$ cat src/rtl/e10_pkg.sv
// Shared execute-stage definitions: register file geometry and the
// writeback arbiter state type.
package e10_pkg;
  localparam int XLEN       = 32;
  localparam int REG_ADDR_W = 5;
  localparam int NUM_REGS   = 32;

  typedef enum logic [0:0] {
    ALU_PRI   = 1'b0,
    LSU_FORCE = 1'b1
  } arb_state_e;
endpackage

$ cat src/rtl/rf_wb_if.sv
// Writeback request, load-issue and decode-lookup signals shared between
// the execute units and the register-file writeback arbiter.
interface rf_wb_if
  import e10_pkg::*;
  ();
  logic                  alu_valid_i;
  logic                  alu_ready_o;
  logic [REG_ADDR_W-1:0] alu_rd_i;
  logic [XLEN-1:0]       alu_data_i;
  logic                  lsu_valid_i;
  logic                  lsu_ready_o;
  logic [REG_ADDR_W-1:0] lsu_rd_i;
  logic [XLEN-1:0]       lsu_data_i;
  logic                  load_issue_i;
  logic [REG_ADDR_W-1:0] load_issue_rd_i;
  logic [REG_ADDR_W-1:0] rs1_addr_i;
  logic [REG_ADDR_W-1:0] rs2_addr_i;
  logic                  rs1_busy_o;
  logic                  rs2_busy_o;
  logic                  rf_wen_o;
  logic [REG_ADDR_W-1:0] rf_waddr_o;
  logic [XLEN-1:0]       rf_wdata_o;

  modport slave (
    input  alu_valid_i, alu_rd_i, alu_data_i,
    input  lsu_valid_i, lsu_rd_i, lsu_data_i,
    input  load_issue_i, load_issue_rd_i, rs1_addr_i, rs2_addr_i,
    output alu_ready_o, lsu_ready_o, rs1_busy_o, rs2_busy_o,
    output rf_wen_o, rf_waddr_o, rf_wdata_o
  );

  modport master (
    output alu_valid_i, alu_rd_i, alu_data_i,
    output lsu_valid_i, lsu_rd_i, lsu_data_i,
    output load_issue_i, load_issue_rd_i, rs1_addr_i, rs2_addr_i,
    input  alu_ready_o, lsu_ready_o, rs1_busy_o, rs2_busy_o,
    input  rf_wen_o, rf_waddr_o, rf_wdata_o
  );
endinterface

$ cat src/rtl/rf_scoreboard.sv
// Outstanding-load scoreboard: one pending bit per register, set by load
// issue, cleared by load writeback, looked up by the decode stage.
module rf_scoreboard
  import e10_pkg::*;
  (
  input  logic                  clk,
  input  logic                  rst_n,
  input  logic                  set_en,
  input  logic [REG_ADDR_W-1:0] set_rd,
  input  logic                  clr_en,
  input  logic [REG_ADDR_W-1:0] clr_rd,
  input  logic [REG_ADDR_W-1:0] rs1_addr,
  input  logic [REG_ADDR_W-1:0] rs2_addr,
  output logic                  rs1_busy,
  output logic                  rs2_busy
);
  localparam logic [NUM_REGS-1:0] X0_KEEP = {{(NUM_REGS-1){1'b1}}, 1'b0};

  logic [NUM_REGS-1:0] pending;
  logic [NUM_REGS-1:0] set_mask;
  logic [NUM_REGS-1:0] clr_mask;

  always_comb begin
    set_mask = '0;
    clr_mask = '0;
    if (set_en) set_mask[set_rd] = 1'b1;
    if (clr_en) clr_mask[clr_rd] = 1'b1;
  end

  // Set is applied after clear so a same-cycle reissue of the same rd wins.
  always_ff @(posedge clk) begin
    if (!rst_n) pending <= '0;
    else        pending <= ((pending & ~clr_mask) | set_mask) & X0_KEEP;
  end

  assign rs1_busy = pending[rs1_addr];
  assign rs2_busy = pending[rs2_addr];
endmodule

$ cat src/rtl/rf_wb_arbiter.sv
// Register-file writeback arbiter: ALU normally wins, but an LSU request
// refused STARVE_LIMIT cycles in a row is forced through on the next tie.
module rf_wb_arbiter
  import e10_pkg::*;
  #(
  parameter int STARVE_LIMIT = 3
) (
  input  logic    clk_i,
  input  logic    rst_ni,
  rf_wb_if.slave  bus
);
  localparam int CNT_W = (STARVE_LIMIT < 1) ? 1 : $clog2(STARVE_LIMIT + 1);
  localparam logic [CNT_W-1:0] LIMIT = CNT_W'(STARVE_LIMIT);

  arb_state_e       state, state_next;
  logic [CNT_W-1:0] cnt, cnt_next;
  logic             alu_hs, lsu_hs, lsu_refused;

  always_comb begin
    bus.alu_ready_o = 1'b0;
    bus.lsu_ready_o = 1'b0;
    if (rst_ni) begin
      if (bus.alu_valid_i && bus.lsu_valid_i) begin
        bus.lsu_ready_o = (state == LSU_FORCE);
        bus.alu_ready_o = (state != LSU_FORCE);
      end else begin
        bus.alu_ready_o = bus.alu_valid_i;
        bus.lsu_ready_o = bus.lsu_valid_i;
      end
    end
  end

  assign alu_hs      = bus.alu_valid_i & bus.alu_ready_o;
  assign lsu_hs      = bus.lsu_valid_i & bus.lsu_ready_o;
  assign lsu_refused = bus.lsu_valid_i & ~bus.lsu_ready_o;

  always_comb begin
    cnt_next   = cnt;
    state_next = state;
    if (!lsu_refused)       cnt_next = '0;
    else if (cnt != LIMIT)  cnt_next = cnt + CNT_W'(1);
    case (state)
      ALU_PRI:   if (lsu_refused && cnt_next == LIMIT) state_next = LSU_FORCE;
      LSU_FORCE: if (!bus.lsu_valid_i || lsu_hs)       state_next = ALU_PRI;
      default:   state_next = ALU_PRI;
    endcase
  end

  always_ff @(posedge clk_i) begin
    if (!rst_ni) begin
      state <= ALU_PRI;
      cnt   <= '0;
    end else begin
      state <= state_next;
      cnt   <= cnt_next;
    end
  end

  // Writes to x0 complete the handshake but leave address/data untouched.
  always_ff @(posedge clk_i) begin
    if (!rst_ni) begin
      bus.rf_wen_o   <= 1'b0;
      bus.rf_waddr_o <= '0;
      bus.rf_wdata_o <= '0;
    end else begin
      bus.rf_wen_o <= 1'b0;
      if (alu_hs && bus.alu_rd_i != '0) begin
        bus.rf_wen_o   <= 1'b1;
        bus.rf_waddr_o <= bus.alu_rd_i;
        bus.rf_wdata_o <= bus.alu_data_i;
      end else if (lsu_hs && bus.lsu_rd_i != '0) begin
        bus.rf_wen_o   <= 1'b1;
        bus.rf_waddr_o <= bus.lsu_rd_i;
        bus.rf_wdata_o <= bus.lsu_data_i;
      end
    end
  end

  rf_scoreboard u_sb (
    .clk      (clk_i),
    .rst_n    (rst_ni),
    .set_en   (bus.load_issue_i),
    .set_rd   (bus.load_issue_rd_i),
    .clr_en   (lsu_hs),
    .clr_rd   (bus.lsu_rd_i),
    .rs1_addr (bus.rs1_addr_i),
    .rs2_addr (bus.rs2_addr_i),
    .rs1_busy (bus.rs1_busy_o),
    .rs2_busy (bus.rs2_busy_o)
  );
endmodule

$ cat src/flat_wrapper.sv
// flat-port wrapper written by rule: the top's interface ports become plain ports
module rf_wb_arbiter_flat import e10_pkg::*;
#(
  parameter int STARVE_LIMIT = 3
)
  (clk_i, rst_ni, bus_alu_valid_i, bus_alu_rd_i, bus_alu_data_i, bus_lsu_valid_i, bus_lsu_rd_i, bus_lsu_data_i, bus_load_issue_i, bus_load_issue_rd_i, bus_rs1_addr_i, bus_rs2_addr_i, bus_alu_ready_o, bus_lsu_ready_o, bus_rs1_busy_o, bus_rs2_busy_o, bus_rf_wen_o, bus_rf_waddr_o, bus_rf_wdata_o);
  rf_wb_if bus_i ();
  input  logic clk_i;
  input  logic rst_ni;
  input wire logic [$bits(bus_i.alu_valid_i)-1:0] bus_alu_valid_i;
  input wire logic [$bits(bus_i.alu_rd_i)-1:0] bus_alu_rd_i;
  input wire logic [$bits(bus_i.alu_data_i)-1:0] bus_alu_data_i;
  input wire logic [$bits(bus_i.lsu_valid_i)-1:0] bus_lsu_valid_i;
  input wire logic [$bits(bus_i.lsu_rd_i)-1:0] bus_lsu_rd_i;
  input wire logic [$bits(bus_i.lsu_data_i)-1:0] bus_lsu_data_i;
  input wire logic [$bits(bus_i.load_issue_i)-1:0] bus_load_issue_i;
  input wire logic [$bits(bus_i.load_issue_rd_i)-1:0] bus_load_issue_rd_i;
  input wire logic [$bits(bus_i.rs1_addr_i)-1:0] bus_rs1_addr_i;
  input wire logic [$bits(bus_i.rs2_addr_i)-1:0] bus_rs2_addr_i;
  output wire logic [$bits(bus_i.alu_ready_o)-1:0] bus_alu_ready_o;
  output wire logic [$bits(bus_i.lsu_ready_o)-1:0] bus_lsu_ready_o;
  output wire logic [$bits(bus_i.rs1_busy_o)-1:0] bus_rs1_busy_o;
  output wire logic [$bits(bus_i.rs2_busy_o)-1:0] bus_rs2_busy_o;
  output wire logic [$bits(bus_i.rf_wen_o)-1:0] bus_rf_wen_o;
  output wire logic [$bits(bus_i.rf_waddr_o)-1:0] bus_rf_waddr_o;
  output wire logic [$bits(bus_i.rf_wdata_o)-1:0] bus_rf_wdata_o;
  assign bus_i.alu_valid_i = bus_alu_valid_i;
  assign bus_i.alu_rd_i = bus_alu_rd_i;
  assign bus_i.alu_data_i = bus_alu_data_i;
  assign bus_i.lsu_valid_i = bus_lsu_valid_i;
  assign bus_i.lsu_rd_i = bus_lsu_rd_i;
  assign bus_i.lsu_data_i = bus_lsu_data_i;
  assign bus_i.load_issue_i = bus_load_issue_i;
  assign bus_i.load_issue_rd_i = bus_load_issue_rd_i;
  assign bus_i.rs1_addr_i = bus_rs1_addr_i;
  assign bus_i.rs2_addr_i = bus_rs2_addr_i;
  assign bus_alu_ready_o = bus_i.alu_ready_o;
  assign bus_lsu_ready_o = bus_i.lsu_ready_o;
  assign bus_rs1_busy_o = bus_i.rs1_busy_o;
  assign bus_rs2_busy_o = bus_i.rs2_busy_o;
  assign bus_rf_wen_o = bus_i.rf_wen_o;
  assign bus_rf_waddr_o = bus_i.rf_waddr_o;
  assign bus_rf_wdata_o = bus_i.rf_wdata_o;
  rf_wb_arbiter #(.STARVE_LIMIT(STARVE_LIMIT)) u_core (.clk_i(clk_i), .rst_ni(rst_ni), .bus(bus_i));
endmodule
$ cat config.mk
export PLATFORM = sky130hd
export DESIGN_NAME = rf_wb_arbiter_flat
export DESIGN_NICKNAME = d
export VERILOG_FILES = /design/src/rtl/e10_pkg.sv /design/src/rtl/rf_wb_if.sv /design/src/rtl/rf_scoreboard.sv /design/src/rtl/rf_wb_arbiter.sv /design/src/flat_wrapper.sv
export SDC_FILE = /design/constraint.sdc
export NUM_CORES = 1
export LEC_CHECK = 0
export CAP_MARGIN = 25
export CORE_ASPECT_RATIO = 0.6
export CORE_MARGIN = 2
export CORE_UTILIZATION = 45
export CTS_CLUSTER_DIAMETER = 30
export DETAILED_ROUTE_END_ITERATION = 8
export MAX_ROUTING_LAYER = met4
export PLACE_DENSITY = 0.79
export SLEW_MARGIN = 20
export SYNTH_ARGS = -nofsm -noshare
export SYNTH_HDL_FRONTEND = slang
export SYNTH_HIERARCHICAL = 1
export SYNTH_SLANG_ARGS = --single-unit
$ cat constraint.sdc
create_clock -name clk_i -period 2.35 [get_ports clk_i]
set_clock_uncertainty 0.05 [all_clocks]
set_input_delay 0.47 -clock clk_i [delete_from_list [all_inputs] [get_ports clk_i]]
set_output_delay 0.47 -clock clk_i [all_outputs]
set_load 0.02 [all_outputs]
# After elaboration in Yosys (flattened, before gate mapping)
# Cells that the tools add are included.
op_classes:
  n_bitwise: 8
  add_sub_neg: 1
  n_reduce_logical: 11
  n_eq_ne: 2
  n_lt_le_gt_ge: 6
  n_mux: 25
ops:
  columns: ["op", "count"]
  rows:
  - ["two-way mux 32 bit", 4]
  - ["AND 32 bit", 1]
  - ["NOT 32 bit", 1]
  - ["OR 32 bit", 1]
  - ["less-than comparator 5 x 6 -> 1 bit, second input constant", 4]
  - ["two-way mux 1 bit", 12]
  - ["binary-select mux 1 bit (select 5 bit)", 2]
  - ["demux 1 bit (select 5 bit)", 2]
  - [">= comparator 5 x 1 -> 1 bit, second input constant", 2]
  - ["two-way mux 5 bit", 2]
  - ["nonzero test 5 bit", 2]
  - ["logical AND 1 bit", 6]
  - ["two-way mux 2 bit", 2]
  - ["AND 1 bit", 3]
  - ["adder 2 x 1 -> 2 bit, second input constant", 1]
  - ["equality test 2 bit, second input constant", 1]
  - ["!= test 2 bit, second input constant", 1]
  - ["NOT 1 bit", 2]
  - ["case mux 1 bit (2 select lines)", 1]
  - ["nonzero test 2 bit", 1]
  - ["zero test 1 bit", 1]
  - ["logical OR 1 bit", 1]
totals:
  out_inout_bits: 42
  elab_cells: 60
  reg_bits: 73
  in_bits: 94

# Logic depth before layout (Yosys ltp)
# Gate-level depths: netlist of the first run.
depth:
  depth_word: 10
  depth_mapped: 6
  mapped_depth_nobuf: 5

# Cells and area by module
# Netlist of the first run, hierarchy kept.
by_module_without_submodules:
  columns: ["module", "area_per_inst_um2", "instances", "cells_per_inst", "seq_area_each_um2"]
  rows:
  - ["rf_scoreboard", 1896.8, 1, 229, 620.6]
  - ["rf_wb_arbiter", 1889.3, 1, 232, 820.8]

# Least setup slack after synthesis of the first run
# Ideal clock, no wire load.
synth_timing:
  path_type: "input-to-output"
  startpoint: "input port bus_rs1_addr_i[0]"
  endpoint: "output port bus_rs1_busy_o"
  arrival_ns: 1.606
  path_buffers: 1
  required_ns: 1.830
  stages: 5
  setup_slack_ns: 0.224
  cell_sequence: "buf_2 mux4_2 nand2b_1 o211ai_1 nand4_1"
synth_via:
  elab_chain_len: 2
synth_lines:
  columns: ["item", "line_no", "text"]
  rows:
  - ["start: declaration", "flat_wrapper.sv:18", "input wire logic [$bits(bus_i.rs1_addr_i)-1:0] bus_rs1_addr_i;"]
  - ["binary-select mux 1 bit (select 5 bit)", "rf_scoreboard.sv:36", "assign rs1_busy = pending[rs1_addr];"]
  - ["two-way mux 1 bit (not written as such)", "rf_scoreboard.sv:36", null]
  - ["end: declaration", "flat_wrapper.sv:22", "output wire logic [$bits(bus_i.rs1_busy_o)-1:0] bus_rs1_busy_o;"]
# Every way passes these cells. The select of a mux whose other input is x is not followed.

# Final worst setup path of the first run
layout_timing:
  startpoint: "input port bus_rs2_addr_i[1]"
  endpoint: "output port bus_rs2_busy_o"
layout_via:
  elab_chain_len: 2
layout_lines:
  columns: ["item", "line_no", "text"]
  rows:
  - ["start: declaration", "flat_wrapper.sv:19", "input wire logic [$bits(bus_i.rs2_addr_i)-1:0] bus_rs2_addr_i;"]
  - ["binary-select mux 1 bit (select 5 bit)", "rf_scoreboard.sv:37", "assign rs2_busy = pending[rs2_addr];"]
  - ["two-way mux 1 bit (not written as such)", "rf_scoreboard.sv:37", null]
  - ["end: declaration", "flat_wrapper.sv:23", "output wire logic [$bits(bus_i.rs2_busy_o)-1:0] bus_rs2_busy_o;"]
# Every way passes these cells. The select of a mux whose other input is x is not followed.

==> flow_summary_export.csv, run 1 <==
group,metric,value,unit
die,die_w,122,um
layout,diodes,0,
clock_network,clk_path_buf_depth,2,
die,ios,136,
worst_hold_path,hold_start,"u_core/cnt[0]$_SDFF_PN0_",
sta,rsz0062_at_grt,"no",
pwr,vdd_drop_max,0.000401,V
die,dieArea,9190,um^2
global_route,grt_pass1_wl,20800,um
logic_synthesis,yosysSeqAreaShare,38.1,%
layout,fin_nets,701,
global_route,antenna_found_initial,0,
routing,drt-vias-per-instance,5.85,
worst_hold_path,worstHoldPathCells,1,
pwr,p_switching,0.861,mW
clock_network,cts_buffers,9,
clock_network,cts_root_buffer,"clkbuf_16",
routing,vias,4214,
worst_setup_path,path_max_fanout,7,
pwr,pwr_density_cell,588,nW/um^2
die,coreArea,8010,um^2
worst_setup_path,rr_worst_depth,6,
worst_setup_path,cp.required,1.83,ns
pwr,power.total,3.39,mW
worst_setup_path,r2r-end,"u_core/bus.rf_wdata_o[9]$_SDFFE_PN0P_",
routing,drtAntennaViolNets,0,
sta,tightest_slew,0.551,ns
sta,setup_violations,0,
logic_synthesis,ys_warn_count,6,
logic_synthesis,avgSynthCellArea,8.21,um^2
sta,fin_crit_sh,98.0,%
pwr,power.internal,2.53,mW
clock_network,clk_latency,0.32,ns
routing,drt-pass1-iter-count,5,
place,place_congestion,1.08,
logic_synthesis,synth_seq_cells,72,
clock_network,clk_pin_slew,0.05,ns
pwr,clockPowerShare,40.5,%
worst_setup_path,cp-end-kind,"output port",
global_route,grt_max_degree,41,
sta,clock.fmax,0.434,GHz
run,max_cap_violations,0,
sta,slew_viol_final,0,
logic_synthesis,ys_types,37,
worst_hold_path,min_path_type,"flop to flop",
worst_setup_path,critPathKind,"input pin to output port",
sta,period_needed,2.30,ns
global_route,grt_pass1_vias,4034,
layout,drive_above_1_share,11.6,%
global_route,grt_usage,30.4,%
clock_network,cts_max_level,3,
place,dp_hpwl,9570,um
pwr,power_frac_comb,20.6,%
worst_setup_path,arrival,1.78,ns
logic_synthesis,netlist_area,3790,um^2
place,io_buffers,135,
sta,finalHoldViolations,0,
worst_setup_path,reg2reg_slack,0.57,ns
layout,area_growth,52.4,%
clock_network,holdBufCountCts,0,
die,initial_core_util,47.3,%
global_route,globalRouteOverflowTotal,0,
routing,drc,0,
logic_synthesis,synthCells,461,
pwr,seqPwrFrac,38.9,%
worst_setup_path,crit_path_start,"bus_rs2_addr_i[1]",
sta,slew_headroom,63.2,%
logic_synthesis,postSynthNetCount,555,
sta,final.setup.worst_slack,0.0471,ns
clock_network,cts_tree,"built",
die,core.rowCount,25,
outcome,status,"finished, final reports clean",
worst_setup_path,crit_path_start_kind,"input pin",
pwr,switching_share,25.4,%
sta,tns,0,ns
worst_setup_path,worstSetupEndpoint,"bus_rs2_busy_o",
routing,drt_iter0_markers,408,
worst_setup_path,worstReg2RegStart,"u_core/state$_SDFF_PN0_",
pwr,p_leak,2.12,nW
die,die_y,75.1,um
clock_network,cts.sinks,72,
place,preCtsSetupSlack,-0.719,ns
routing,wl,13300,um
routing,post_drt_wl_per_cell,18.5,um
-- Yosys cell counts --
cell       instances  area (um^2)
a21boi_0          31          233
clkbuf_1          16         60.1
mux4_2             6          135
buf_2             11         55.1
nand3b_1           5         37.5
buf_6              5         56.3
o211a_1            3         30.0
and2_1             3         18.8
nor2b_1            4         25.0
buf_4              1         7.51
nor3_1             3         15.0
inv_1              4         15.0
o31ai_1           35          263
a31oi_1           32          200
nor3b_1            4         30.0
a22oi_1            7         52.6
or3_1              2         12.5
and3_1             2         12.5
nand3_1           11         55.1
a21oi_1           10         50.1
nor2_4             1         11.3
nand2b_1           6         37.5
dfxtp_1           72         1440
or2_1              1         6.26
o2111ai_1          2         17.5
a211oi_1           2         15.0
o21ai_0           31          155
or4_4              1         11.3
and3b_1            2         17.5
o211ai_1           3         22.5
nand4_1            2         12.5
or3b_2             2         17.5
mux2i_1           18          180
nor2_1            14         52.6
nand2_1          106          398
nor3_2             2         20.0
or2_2              1         6.26
-- stage by stage --
step / util (%) / hold slack [ns] / instances / instance area, um^2
3_3_place_gp: 67.0 / 0.367 / 700 / 5370
5_1_grt: 72.1 / 0.434 / 720 / 5770
2_1_floorplan: - / 0.358 / 461 / 3790
3_5_place_dp: 67.0 / 0.385 / 700 / 5370
4_1_cts: 71.3 / 0.392 / 718 / 5710
6_report: 72.1 / 0.392 / 720 / 5770
-- area by class of cell --
class                      count  area, um^2
inverter                       4        15.0
clock buffer                  13         260
sequential                    72        1440
clock inverter                 3        40.0
tap                          108         135
fill                         626        2240
multi-input combinational    352        2190
timing repair buffer         168        1690
-- cell families after synthesis --
family | Yosys count | synth area share, %
AND/OR/NAND/NOR | 172 | 21.1
multiplexers | 24 | 8.33
AO/OA/AOI/OAI | 156 | 27.4
buffers and inverters | 37 | 5.12
flip-flops | 72 | 38.1
-- power by group through the flow --
stage | sequential, mW | clock (mW) | combinational, mW
detailed placement | 1.34 | 0 | 0.677
global route | 1.33 | 1.43 | 0.745
finish | 1.32 | 1.37 | 0.699
floorplan | 1.40 | 0 | 0.235
global placement | 1.34 | 0 | 0.663
CTS | 1.32 | 1.38 | 0.684
-- worst min path at each step --
stage                                     to  slack, ns
floorplan           u_core/cnt[0]$_SDFF_PN0_       0.36
global placement    u_core/cnt[0]$_SDFF_PN0_       0.37
detailed placement  u_core/cnt[0]$_SDFF_PN0_       0.38
CTS                 u_core/cnt[0]$_SDFF_PN0_       0.39
global route        u_core/cnt[0]$_SDFF_PN0_       0.43
finish              u_core/cnt[0]$_SDFF_PN0_       0.39
-- routing by layer --
layer	up-vias	GRT usage, %	wire [um]
li1	1971	-	-
met1	2002	38.2	5660
met2	224	48.5	6160
met3	17	8.64	1330
met4	0	7.92	159
met5	-	-	0
-- cell usage in the layout, fill, tap and decap left out, types with 3 or more instances in the layout --
cell type        Yosys  final
clkdlybuf4s50_1      0    124
nand2_1            106    106
dfxtp_1             72     72
o31ai_1             35     35
a31oi_1             32     32
o21ai_0             31     31
a21boi_0            31     31
buf_4                1     27
nor2_1              14     14
mux2i_1             18     14
nand3_1             11     11
clkbuf_16            0     10
a21oi_1             10     10
a22oi_1              7      7
nand2b_1             6      6
mux4_2               6      6
buf_12               0      5
nand3b_1             5      5
dlygate4sd2_1        0      4
inv_1                4      4
nor2b_1              4      4
nor3b_1              4      4
buf_2               11      3
and2_1               3      3
o211ai_1             3      3
o211a_1              3      3
nor3_1               3      3
-- sequential cells by signal, indices dropped and copies added (netlist names) --
name / flops
u_core/bus.rf_wdata_o: 32
u_core/u_sb/pending: 31
u_core/bus.rf_waddr_o: 5
u_core/cnt: 2
u_core/bus.rf_wen_o: 1
u_core/state: 1
-- worst max-delay path: stages --
cell and delay [ns]:
dlygate4sd2_1 0.30, buf_6 0.16, mux2i_2 0.22, a21oi_1 0.11
o211ai_1 0.19, nand4_1 0.14, buf_4 0.19
-- repair_timing --
item | 4_1_cts | 5_1_grt
gates resized for setup | 22 | 14
buffers inserted | 1 | 1
setup endpoints to repair | 4 | 2
cloned | 1 | 1
pin swaps | 1 | 1
hold endpoints to repair | 0 | 0
Power figures use the tool's default switching activity.
==> run 2, diff against run 1 <==
==> constraint.sdc (replaced) <==
create_clock -name clk_i -period 2.35 [get_ports clk_i]
set_clock_uncertainty 0.05 [all_clocks]
set_input_delay 0.47 -clock clk_i [delete_from_list [all_inputs] [get_ports clk_i]]
set_output_delay 0.47 -clock clk_i [all_outputs]
set_load 0.01 [all_outputs]
==> flow_summary_export.csv, run 2 (synthesized netlist as in run 1, its figures left out) <==
group,metric,value,unit
outcome,status,"finished, final reports clean",
routing,drc,0,
clock_network,holdBufCountCts,0,
place,dp_cells,704,
sta,rsz0062_at_grt,"no",
layout,final_common_cell,"clkdlybuf4s50_1",
worst_setup_path,cp_top_family,"multiplexers",
pwr,power.total,3.33,mW
global_route,grt_pass1_vias,4019,
die,die_y,75.1,um
worst_setup_path,crit_buf_inv,1,
pwr,clockPowerShare,41.2,%
worst_setup_path,r2r-end,"u_core/u_sb/pending[12]$_SDFF_PN0_",
routing,drtAntennaViolNets,0,
global_route,antenna_found_initial,0,
clock_network,cts_tree,"built",
clock_network,clk_path_buf_depth,2,
pwr,seqPwrFrac,39.6,%
pwr,pwr_density_cell,586,nW/um^2
layout,reg_top3,"u_core/bus.rf_wdata_o: 32 flops, u_core/u_sb/pending: 31 flops, u_core/bus.rf_waddr_o: 5 flops",
clock_network,cts_max_level,3,
layout,final.fill_count,640,
clock_network,cts.sinks,72,
layout,max_flop_register,"u_core/bus.rf_wdata_o",
place,io_buffers,135,
worst_setup_path,critPathKind,"flop to output port",
worst_setup_path,worstReg2RegStart,"u_core/state$_SDFF_PN0_",
sta,fin_crit_sh,94.8,%
worst_setup_path,path_cells,"mux4_2, nand2b_1, o211ai_1, nand4_1, buf_2",
routing,vias,4255,
worst_setup_path,arrival,1.71,ns
layout,diodes,0,
routing,post_drt_wl_per_cell,18.6,um
layout,post-route-util,71.0,%
routing,drt_iter0_markers,390,
sta,tightest_slew,0.509,ns
die,core.rowCount,25,
pwr,p_switching,0.861,mW
sta,slew_viol_final,0,
layout,stdcell_count,720,
worst_setup_path,reg2reg_slack,0.59,ns
die,coreArea,8010,um^2
worst_setup_path,crit_path_start_kind,"flop",
die,ios,136,
die,die_w,122,um
sta,setup_violations,0,
layout,fin_nets,701,
routing,wl,13400,um
worst_setup_path,rr_worst_depth,6,
layout,seq_area,1440,um^2
worst_setup_path,cp.required,1.83,ns
routing,drt-pass1-iter-count,5,
global_route,grt_pass1_wl,20800,um
worst_hold_path,hold_start,"u_core/cnt[0]$_SDFF_PN0_",
worst_setup_path,cp-end-kind,"output port",
worst_setup_path,slowest_stage,"mux4_2",
layout,multi_input_area,2160,um^2
layout,area_growth,50.1,%
clock_network,post_cts_buffers,0,
layout,largest_reg_flops,32,
sta,hold_slack,0.402,ns
routing,drt-vias-per-instance,5.91,
pwr,vdd_drop_max,0.000347,V
run,max_cap_violations,0,
worst_setup_path,cp_slowest_stage_delay,0.47,ns
clock_network,cts_buffers,9,
layout,layout_common_cells,"123 x clkdlybuf4s50_1, 106 x nand2_1, 71 x dfxtp_1, 35 x o31ai_1, 32 x a31oi_1",
pwr,power.internal,2.47,mW
die,dieArea,9190,um^2
sta,finalHoldViolations,0,
global_route,globalRouteOverflowTotal,0,
sta,slew_headroom,66.0,%
clock_network,clk_latency,0.35,ns
sta,clock.fmax,0.449,GHz
place,place_congestion,0.941,
worst_hold_path,worstHoldPathCells,1,
global_route,grt_usage,31.0,%
worst_setup_path,path_max_fanout,3,
clock_network,clk_pin_slew,0.06,ns
pwr,power_frac_comb,19.2,%
worst_setup_path,crit_path_start,"u_core/u_sb/pending[5]$_SDFF_PN0_",
worst_hold_path,min_path_type,"flop to flop",
pwr,switching_share,25.9,%
place,dp_hpwl,9920,um
clock_network,cts_root_buffer,"clkbuf_16",
worst_hold_path,min_to,"u_core/cnt[0]$_SDFF_PN0_",
global_route,grt_max_degree,41,
die,initial_core_util,47.3,%
sta,period_needed,2.23,ns
pwr,p_leak,2.11,nW
layout,drive_above_1_share,11.6,%
-- run 2: routing by layer --
layer	vias to the layer above	part of all wire (%)	global-route usage [%]
met5	-	0	-
met4	0	1.5	8.43
met3	25	11	8.71
met2	228	44	46.2
met1	2021	43	41.3
li1	1981	-	-
-- run 2: cell type report --
class                   instances  share of cell area, %
well taps                     108                   2.38
inverters                       4                  0.264
clock inverters                 6                   1.21
multi-input cells             352                   38.1
clock buffers                  10                   4.03
flip-flops and latches         72                   25.4
repair buffers                168                   28.6
-- run 2: repair_timing --
action / CTS / global route
gates resized for setup: 21 / 10
endpoints found under the setup margin: 3 / 3
pin swaps: 3 / 1
-- run 2: power by group through the flow --
stage	combinational [mW]	clock, mW	sequential, mW
global route	0.679	1.44	1.32
floorplan	0.230	0	1.36
CTS	0.636	1.39	1.32
detailed placement	0.636	0	1.34
global placement	0.623	0	1.34
finish	0.638	1.37	1.32
-- run 2: worst max path at each step --
stage,to,slack [ns],cells after the start
global placement,bus_rs2_busy_o,-0.64,6
detailed placement,bus_rs2_busy_o,-0.70,6
global route,bus_rs1_busy_o,0.04,5
finish,bus_rs1_busy_o,0.12,5
CTS,bus_rs2_busy_o,-0.04,6
floorplan,bus_rs1_busy_o,0.31,5
-- run 2: stage by stage --
step | setup WS (ns) | area, um^2 | TNS (ns)
after floorplan | 0.311 | 3790 | 0
after global routing | 0.0427 | 5680 | 0
after global placement | -0.638 | 5390 | -1.21
after CTS | -0.0417 | 5680 | -0.0417
after detailed placement | -0.700 | 5390 | -1.45
final | 0.122 | 5680 | 0
